--- config.mk ---
export PLATFORM = sky130hd
export DESIGN_NAME = alu_rr_scheduler
export DESIGN_NICKNAME = d
export VERILOG_FILES = /design/src/rtl/alu_sched_pkg.sv /design/src/rtl/rr_arbiter.sv /design/src/rtl/alu_rr_scheduler.sv
export SDC_FILE = /design/constraint.sdc
export NUM_CORES = 1
export LEC_CHECK = 0
export CORE_MARGIN = 2
export CORE_UTILIZATION = 40
export CTS_CLUSTER_DIAMETER = 60
export DETAILED_ROUTE_END_ITERATION = 8
export PLACE_DENSITY = 0.77
export SYNTH_ARGS = -nofsm -noshare
export SYNTH_HDL_FRONTEND = slang
export SYNTH_HIERARCHICAL = 1
export SYNTH_SLANG_ARGS = --single-unit
--- constraint.sdc ---
create_clock -name clk -period 4.8 [get_ports clk]
set_input_delay 0.48 -clock clk [delete_from_list [all_inputs] [get_ports clk]]
set_output_delay 0.48 -clock clk [all_outputs]
set_load 0.01 [all_outputs]
--- src/rtl/alu_sched_pkg.sv ---
// Shared definitions for the round-robin ALU scheduler: opcodes, FSM state
// encoding and the requester-id width helper.
package alu_sched_pkg;

  localparam logic [1:0] OP_ADD = 2'b00;
  localparam logic [1:0] OP_SUB = 2'b01;
  localparam logic [1:0] OP_MUL = 2'b10;
  localparam logic [1:0] OP_RSV = 2'b11;

  typedef enum logic [1:0] {
    S_IDLE = 2'd0,
    S_EXEC = 2'd1,
    S_WAIT = 2'd2,
    S_RESP = 2'd3
  } state_t;

  // Requester index width; never narrower than one bit.
  function automatic int unsigned id_width(input int unsigned n);
    if (n <= 1) return 1;
    return $clog2(n);
  endfunction

endpackage

--- src/rtl/rr_arbiter.sv ---
// Combinational round-robin arbiter.
// Ports:
//   req        - request vector, one bit per requester
//   last_grant - index granted most recently; search starts just after it
//   grant      - one-hot grant (zero when no request)
//   grant_idx  - index of the granted requester
//   any_req    - at least one request is present
module rr_arbiter
  import alu_sched_pkg::*;
#(
  parameter  int unsigned N_REQ = 4,
  localparam int unsigned ID_W  = id_width(N_REQ)
) (
  input  logic [N_REQ-1:0] req,
  input  logic [ID_W-1:0]  last_grant,
  output logic [N_REQ-1:0] grant,
  output logic [ID_W-1:0]  grant_idx,
  output logic             any_req
);

  // Cyclic search from last_grant+1; the first hit wins.
  always_comb begin
    int unsigned j;
    grant     = '0;
    grant_idx = '0;
    any_req   = 1'b0;
    j         = 0;
    for (int unsigned k = 1; k <= N_REQ; k++) begin
      j = 32'(last_grant) + k;
      if (j >= N_REQ) j = j - N_REQ;
      if (!any_req && req[j[ID_W-1:0]]) begin
        any_req             = 1'b1;
        grant[j[ID_W-1:0]]  = 1'b1;
        grant_idx           = j[ID_W-1:0];
      end
    end
  end

endmodule

--- src/rtl/alu_rr_scheduler.sv ---
// Shares one registered add/sub/mul ALU between N_REQ requesters with
// round-robin arbitration and a single id-tagged response channel.
// Optional macro ALU_SCHED_STATS_EN adds saturating op_count / err_count.
// Ports:
//   clk, rstn                  - clock, asynchronous active-low reset
//   req_valid/req_ready        - per-requester request handshake
//   req_a/req_b/req_op         - packed per-requester operands and opcode
//   alu_a/alu_b/alu_ctrl       - drive to the shared ALU (ctrl never 2'b11)
//   alu_res                    - registered ALU result
//   rsp_valid/rsp_ready        - response handshake
//   rsp_id/rsp_res/rsp_err     - response payload
//   op_count/err_count         - completion counters (ALU_SCHED_STATS_EN only)
module alu_rr_scheduler
  import alu_sched_pkg::*;
#(
  parameter  int unsigned PART_LEN = 8,
  parameter  int unsigned N_REQ    = 4,
  localparam int unsigned W        = 2 * PART_LEN,
  localparam int unsigned ID_W     = id_width(N_REQ)
) (
  input  logic               clk,
  input  logic               rstn,
  input  logic [N_REQ-1:0]   req_valid,
  output logic [N_REQ-1:0]   req_ready,
  input  logic [N_REQ*W-1:0] req_a,
  input  logic [N_REQ*W-1:0] req_b,
  input  logic [2*N_REQ-1:0] req_op,
  output logic [W-1:0]       alu_a,
  output logic [W-1:0]       alu_b,
  output logic [1:0]         alu_ctrl,
  input  logic [W-1:0]       alu_res,
  output logic               rsp_valid,
  input  logic               rsp_ready,
  output logic [ID_W-1:0]    rsp_id,
  output logic [W-1:0]       rsp_res,
  output logic               rsp_err
`ifdef ALU_SCHED_STATS_EN
  ,
  output logic [15:0]        op_count,
  output logic [7:0]         err_count
`endif
);

  state_t            state, state_nxt;
  logic [ID_W-1:0]   last_grant;
  logic [N_REQ-1:0]  grant;
  logic [ID_W-1:0]   grant_idx;
  logic              any_req;
  logic [W-1:0]      op_a, op_b;
  logic [1:0]        op_code;
  logic [ID_W-1:0]   op_id;
  logic [W-1:0]      sel_a, sel_b;
  logic [1:0]        sel_op;
  logic              accept;
  logic              rsp_hs;

  rr_arbiter #(.N_REQ(N_REQ)) u_arb (
    .req        (req_valid),
    .last_grant (last_grant),
    .grant      (grant),
    .grant_idx  (grant_idx),
    .any_req    (any_req)
  );

  // Operand mux for the granted requester.
  always_comb begin
    sel_a  = '0;
    sel_b  = '0;
    sel_op = OP_ADD;
    for (int i = 0; i < int'(N_REQ); i++) begin
      if (grant[i]) begin
        sel_a  = req_a[i*W +: W];
        sel_b  = req_b[i*W +: W];
        sel_op = req_op[2*i +: 2];
      end
    end
  end

  assign accept = (state == S_IDLE) && any_req;
  assign rsp_hs = (state == S_RESP) && rsp_ready;

  // State register.
  always_ff @(posedge clk or negedge rstn) begin
    if (!rstn) state <= S_IDLE;
    else       state <= state_nxt;
  end

  // Next-state logic.
  always_comb begin
    state_nxt = state;
    case (state)
      S_IDLE:  if (any_req) state_nxt = (sel_op == OP_RSV) ? S_RESP : S_EXEC;
      S_EXEC:  state_nxt = S_WAIT;
      S_WAIT:  state_nxt = S_RESP;
      S_RESP:  if (rsp_ready) state_nxt = S_IDLE;
      default: state_nxt = S_IDLE;
    endcase
  end

  // Outputs decoded from state; ALU inputs only live during EXEC/WAIT.
  always_comb begin
    req_ready = '0;
    alu_a     = '0;
    alu_b     = '0;
    alu_ctrl  = OP_ADD;
    rsp_valid = 1'b0;
    case (state)
      S_IDLE: req_ready = grant;
      S_EXEC, S_WAIT: begin
        alu_a    = op_a;
        alu_b    = op_b;
        // Reserved ops never reach EXEC; the guard keeps 2'b11 off the bus.
        alu_ctrl = (op_code == OP_RSV) ? OP_ADD : op_code;
      end
      S_RESP: rsp_valid = 1'b1;
      default: ;
    endcase
  end

  // Operand capture, response payload and round-robin pointer.
  always_ff @(posedge clk or negedge rstn) begin
    if (!rstn) begin
      op_a       <= '0;
      op_b       <= '0;
      op_code    <= OP_ADD;
      op_id      <= '0;
      rsp_id     <= '0;
      rsp_res    <= '0;
      rsp_err    <= 1'b0;
      last_grant <= ID_W'(N_REQ - 1);
    end else begin
      if (accept) begin
        op_a    <= sel_a;
        op_b    <= sel_b;
        op_code <= sel_op;
        op_id   <= grant_idx;
        if (sel_op == OP_RSV) begin
          rsp_id  <= grant_idx;
          rsp_res <= '0;
          rsp_err <= 1'b1;
        end
      end
      if (state == S_WAIT) begin
        rsp_id  <= op_id;
        rsp_res <= alu_res;
        rsp_err <= 1'b0;
      end
      if (rsp_hs) last_grant <= op_id;
    end
  end

`ifdef ALU_SCHED_STATS_EN
  // Saturating completion counters, split by error flag.
  always_ff @(posedge clk or negedge rstn) begin
    if (!rstn) begin
      op_count  <= '0;
      err_count <= '0;
    end else if (rsp_hs) begin
      if (rsp_err) begin
        if (err_count != 8'hFF) err_count <= err_count + 8'd1;
      end else begin
        if (op_count != 16'hFFFF) op_count <= op_count + 16'd1;
      end
    end
  end
`endif

endmodule

==> out/results.ini <==
[run_status]
status = completed

[logic_synthesis]
synth-seq-area-share = 0.356
synth_edf_count = 0
postSynthAreaPerCell_um2 = 8.79
yosys.area.top_type = dfrtp_1
yosysUniqueCellTypes = 48
synthesis.nets = 643
yosysTopAreaCellShare = 0.344
synth.area.top_cells = dfrtp_1 (34%), a21oi_1 (8.3%), and2_1 (7.7%), a221o_1 (7.2%), o211ai_1 (5.4%)
postSynthCellCount = 472
synthArstFlopShare = 1.00
synth_seq_cells = 59
syn-cell-area_um2 = 4150
yosys_most_used_dff = dfrtp_1
ys.warnings.count = 6

[floorplan]
num_rows = 37
floorplan.initialDensity = 0.407
coreArea_um2 = 10200
dieHeight_um = 106
num_io_pins = 217
die_width_um = 106
die-area_um2 = 11200

[worst_setup_path]
cp_max_fo = 30
cp-start-kind = flip-flop
reg2reg_slack_ps = 410
cp-end-kind = flip-flop
path_class = flip-flop to flip-flop
arrival_ps = 4670
cp.required_ps = 5080

[grt]
grt_pass1_wl_um = 23600
grt_pass1_vias = 4586
grt_max_degree = 60
overflow = 0
grt_usage = 0.269
antenna_found_initial = 0

[sta]
finClkSkew_ps = 14.8
rsz0062_at_grt = no
min_period_over_period = 0.915
worstMarginPinSlew_ps = 1330
max_freq_mhz = 228
min_period_ps = 4390
relSlewSlack = 0.109
setup_viol = 0
hold_viol_final = 0
fin_ws_ps = 410
hold_slack_ps = 277
tns_ps = 0
slew_viol_final = 0

[routing]
vias_per_cell = 5.67
wl_um = 15400
drc_errors = 0
vias = 4572
drtIter0Drc = 303
wire_per_inst_um = 19.1
antenna_left = 0
drtPass1Iterations = 4

[cells_and_area]
syn_to_final_growth_pct = 57.1
num_antenna_cells = 0
drive_gt1_frac = 0.0687
fin_nets = 836

[min_path]
hp-class = primary input to async pin

[place]
portBuffers = 216
gp_congestion = 0.979
pre_cts_slack_ps = 471
hpwlAfterDp_um = 11400

[pwr]
power.total_mw = 4.85
power.leakage_nw = 2.57
p_per_area_nw_per_um2 = 744
vdd_drop_max_uv = 323

[clocking]
cts-root-buf = clkbuf_8
cts_tree = done
clk_latency_ps = 350
cts.sinks = 59
cts-buffers-inserted = 9
post_cts_buffers = 0
postCtsHoldBufs = 0
htreeDepth = 3
cts_resized = 0
cts_max_path_buffers = 2
clk_pin_slew_worst_paths_ps = 80

[job]
cap_viol_max_count = 0

sequential cells by signal, indices dropped and copies added (netlist names):
| register | flops |
|---|---|
| op_a | 16 |
| op_b | 16 |
| rsp_res | 16 |
| last_grant | 2 |
| op_code | 2 |
| op_id | 2 |
| rsp_id | 2 |
| state | 2 |
| rsp_err | 1 |
power by group:
group,switching [mW],internal (mW),total (mW)
Sequential,0.160,0.762,0.922
Combinational,1.83,1.67,3.50
Clock,0.227,0.203,0.430
Total,2.21,2.64,4.85
stage by stage:
stage / utilization / instances / area, um^2
floorplan: - / 472 / 4150
global placement: 0.623 / 790 / 6340
detailed placement: 0.623 / 790 / 6340
CTS: 0.640 / 806 / 6520
global route: 0.640 / 806 / 6520
finish: 0.640 / 806 / 6520
final cells by class:
cell class	instances	area [um^2]
Clock inverter	5	37.5
Multi-Input combinational cell	351	2390
Inverter	18	67.6
Sequential cell	59	1480
Tap cell	136	170
Timing Repair Buffer	226	2230
Clock buffer	11	141
Fill cell	884	3660
synth_stat cells, types with 2 or more instances:
master / instances
nor2_1: 39
a2111o_1: 4
and2_1: 51
dfrtp_1: 57
ha_1: 12
a221o_1: 30
nand2b_1: 2
clkbuf_1: 31
a31o_1: 9
nand3_1: 2
o21ai_0: 7
o31ai_1: 5
a211oi_1: 5
a211oi_2: 2
mux4_2: 2
a311oi_1: 2
a31o_2: 7
inv_1: 17
mux2i_1: 3
dfstp_2: 2
o211ai_1: 30
nand4_1: 7
nor2b_1: 5
a211o_1: 2
or3_1: 4
mux2_2: 3
buf_2: 8
o311ai_0: 2
buf_6: 5
nor3b_1: 3
a21oi_1: 69
nand2_1: 21
nand3b_1: 4
a31oi_1: 6
path summary, 6_finish.rpt:
path / start / endpoint / cells past startpoint
setup / recovery: last_grant[0] / op_a[2] / 10
hold / removal: rstn / op_a[12] / 2
setup reg to reg: last_grant[0] / op_a[2] / 10
hold reg to reg: op_a[14] / op_a[14] / 2
max in group asynchronous: rstn / op_b[8] / 2
min in group clk: op_a[14] / op_a[14] / 2
kinds of logic (layout without fill, tap and decap cells):
family          after synthesis  count (layout)  share of synthesized area
flops                        59              59                      0.356
compound gates              187             187                      0.323
buf+inv                      62             260                     0.0675
fa+ha+maj                    12              12                     0.0362
mux                           8               8                     0.0262
simple gates                144             144                      0.190
routing by layer:
metal  global-route usage  wire [um]  up-vias
li1                     -          -     2147
met1                0.319       6030     2182
met2                0.470       7640      211
met3               0.0717       1340       32
met4               0.0930        364        0
met5                    0          0        -
critical path, cell delays in order, from the launching register on:
cell,delay [ps]
dfstp_2,790
inv_1,180
ha_1,530
inv_1,210
a31oi_1,340
o31ai_1,90
or3_1,540
nor2b_2,1080
a221o_1,310
o211ai_1,100
a21oi_1,150
cells in the final DEF (no fill, tap or decap), drive strengths merged, types with 3 or more instances in the layout:
cell type and n:
or3 4, a31oi 6, o211ai 30, nor2b 5
inv 18, nand3 3, clkinv 3, buf 11
a31o 16, a21oi 69, nor2 39, ha 12
clkbuf 11, o21ai 7, a2111o 4, o31ai 5
dfrtp 57, and2 51, o311ai 3, nand4 7
clkdlybuf4s50 215, nor3b 3, nand3b 5, a211oi 7
nand2 21, a221o 30, mux2i 3, mux2 3
No activity file was read; power rests on OpenSTA's default activity.
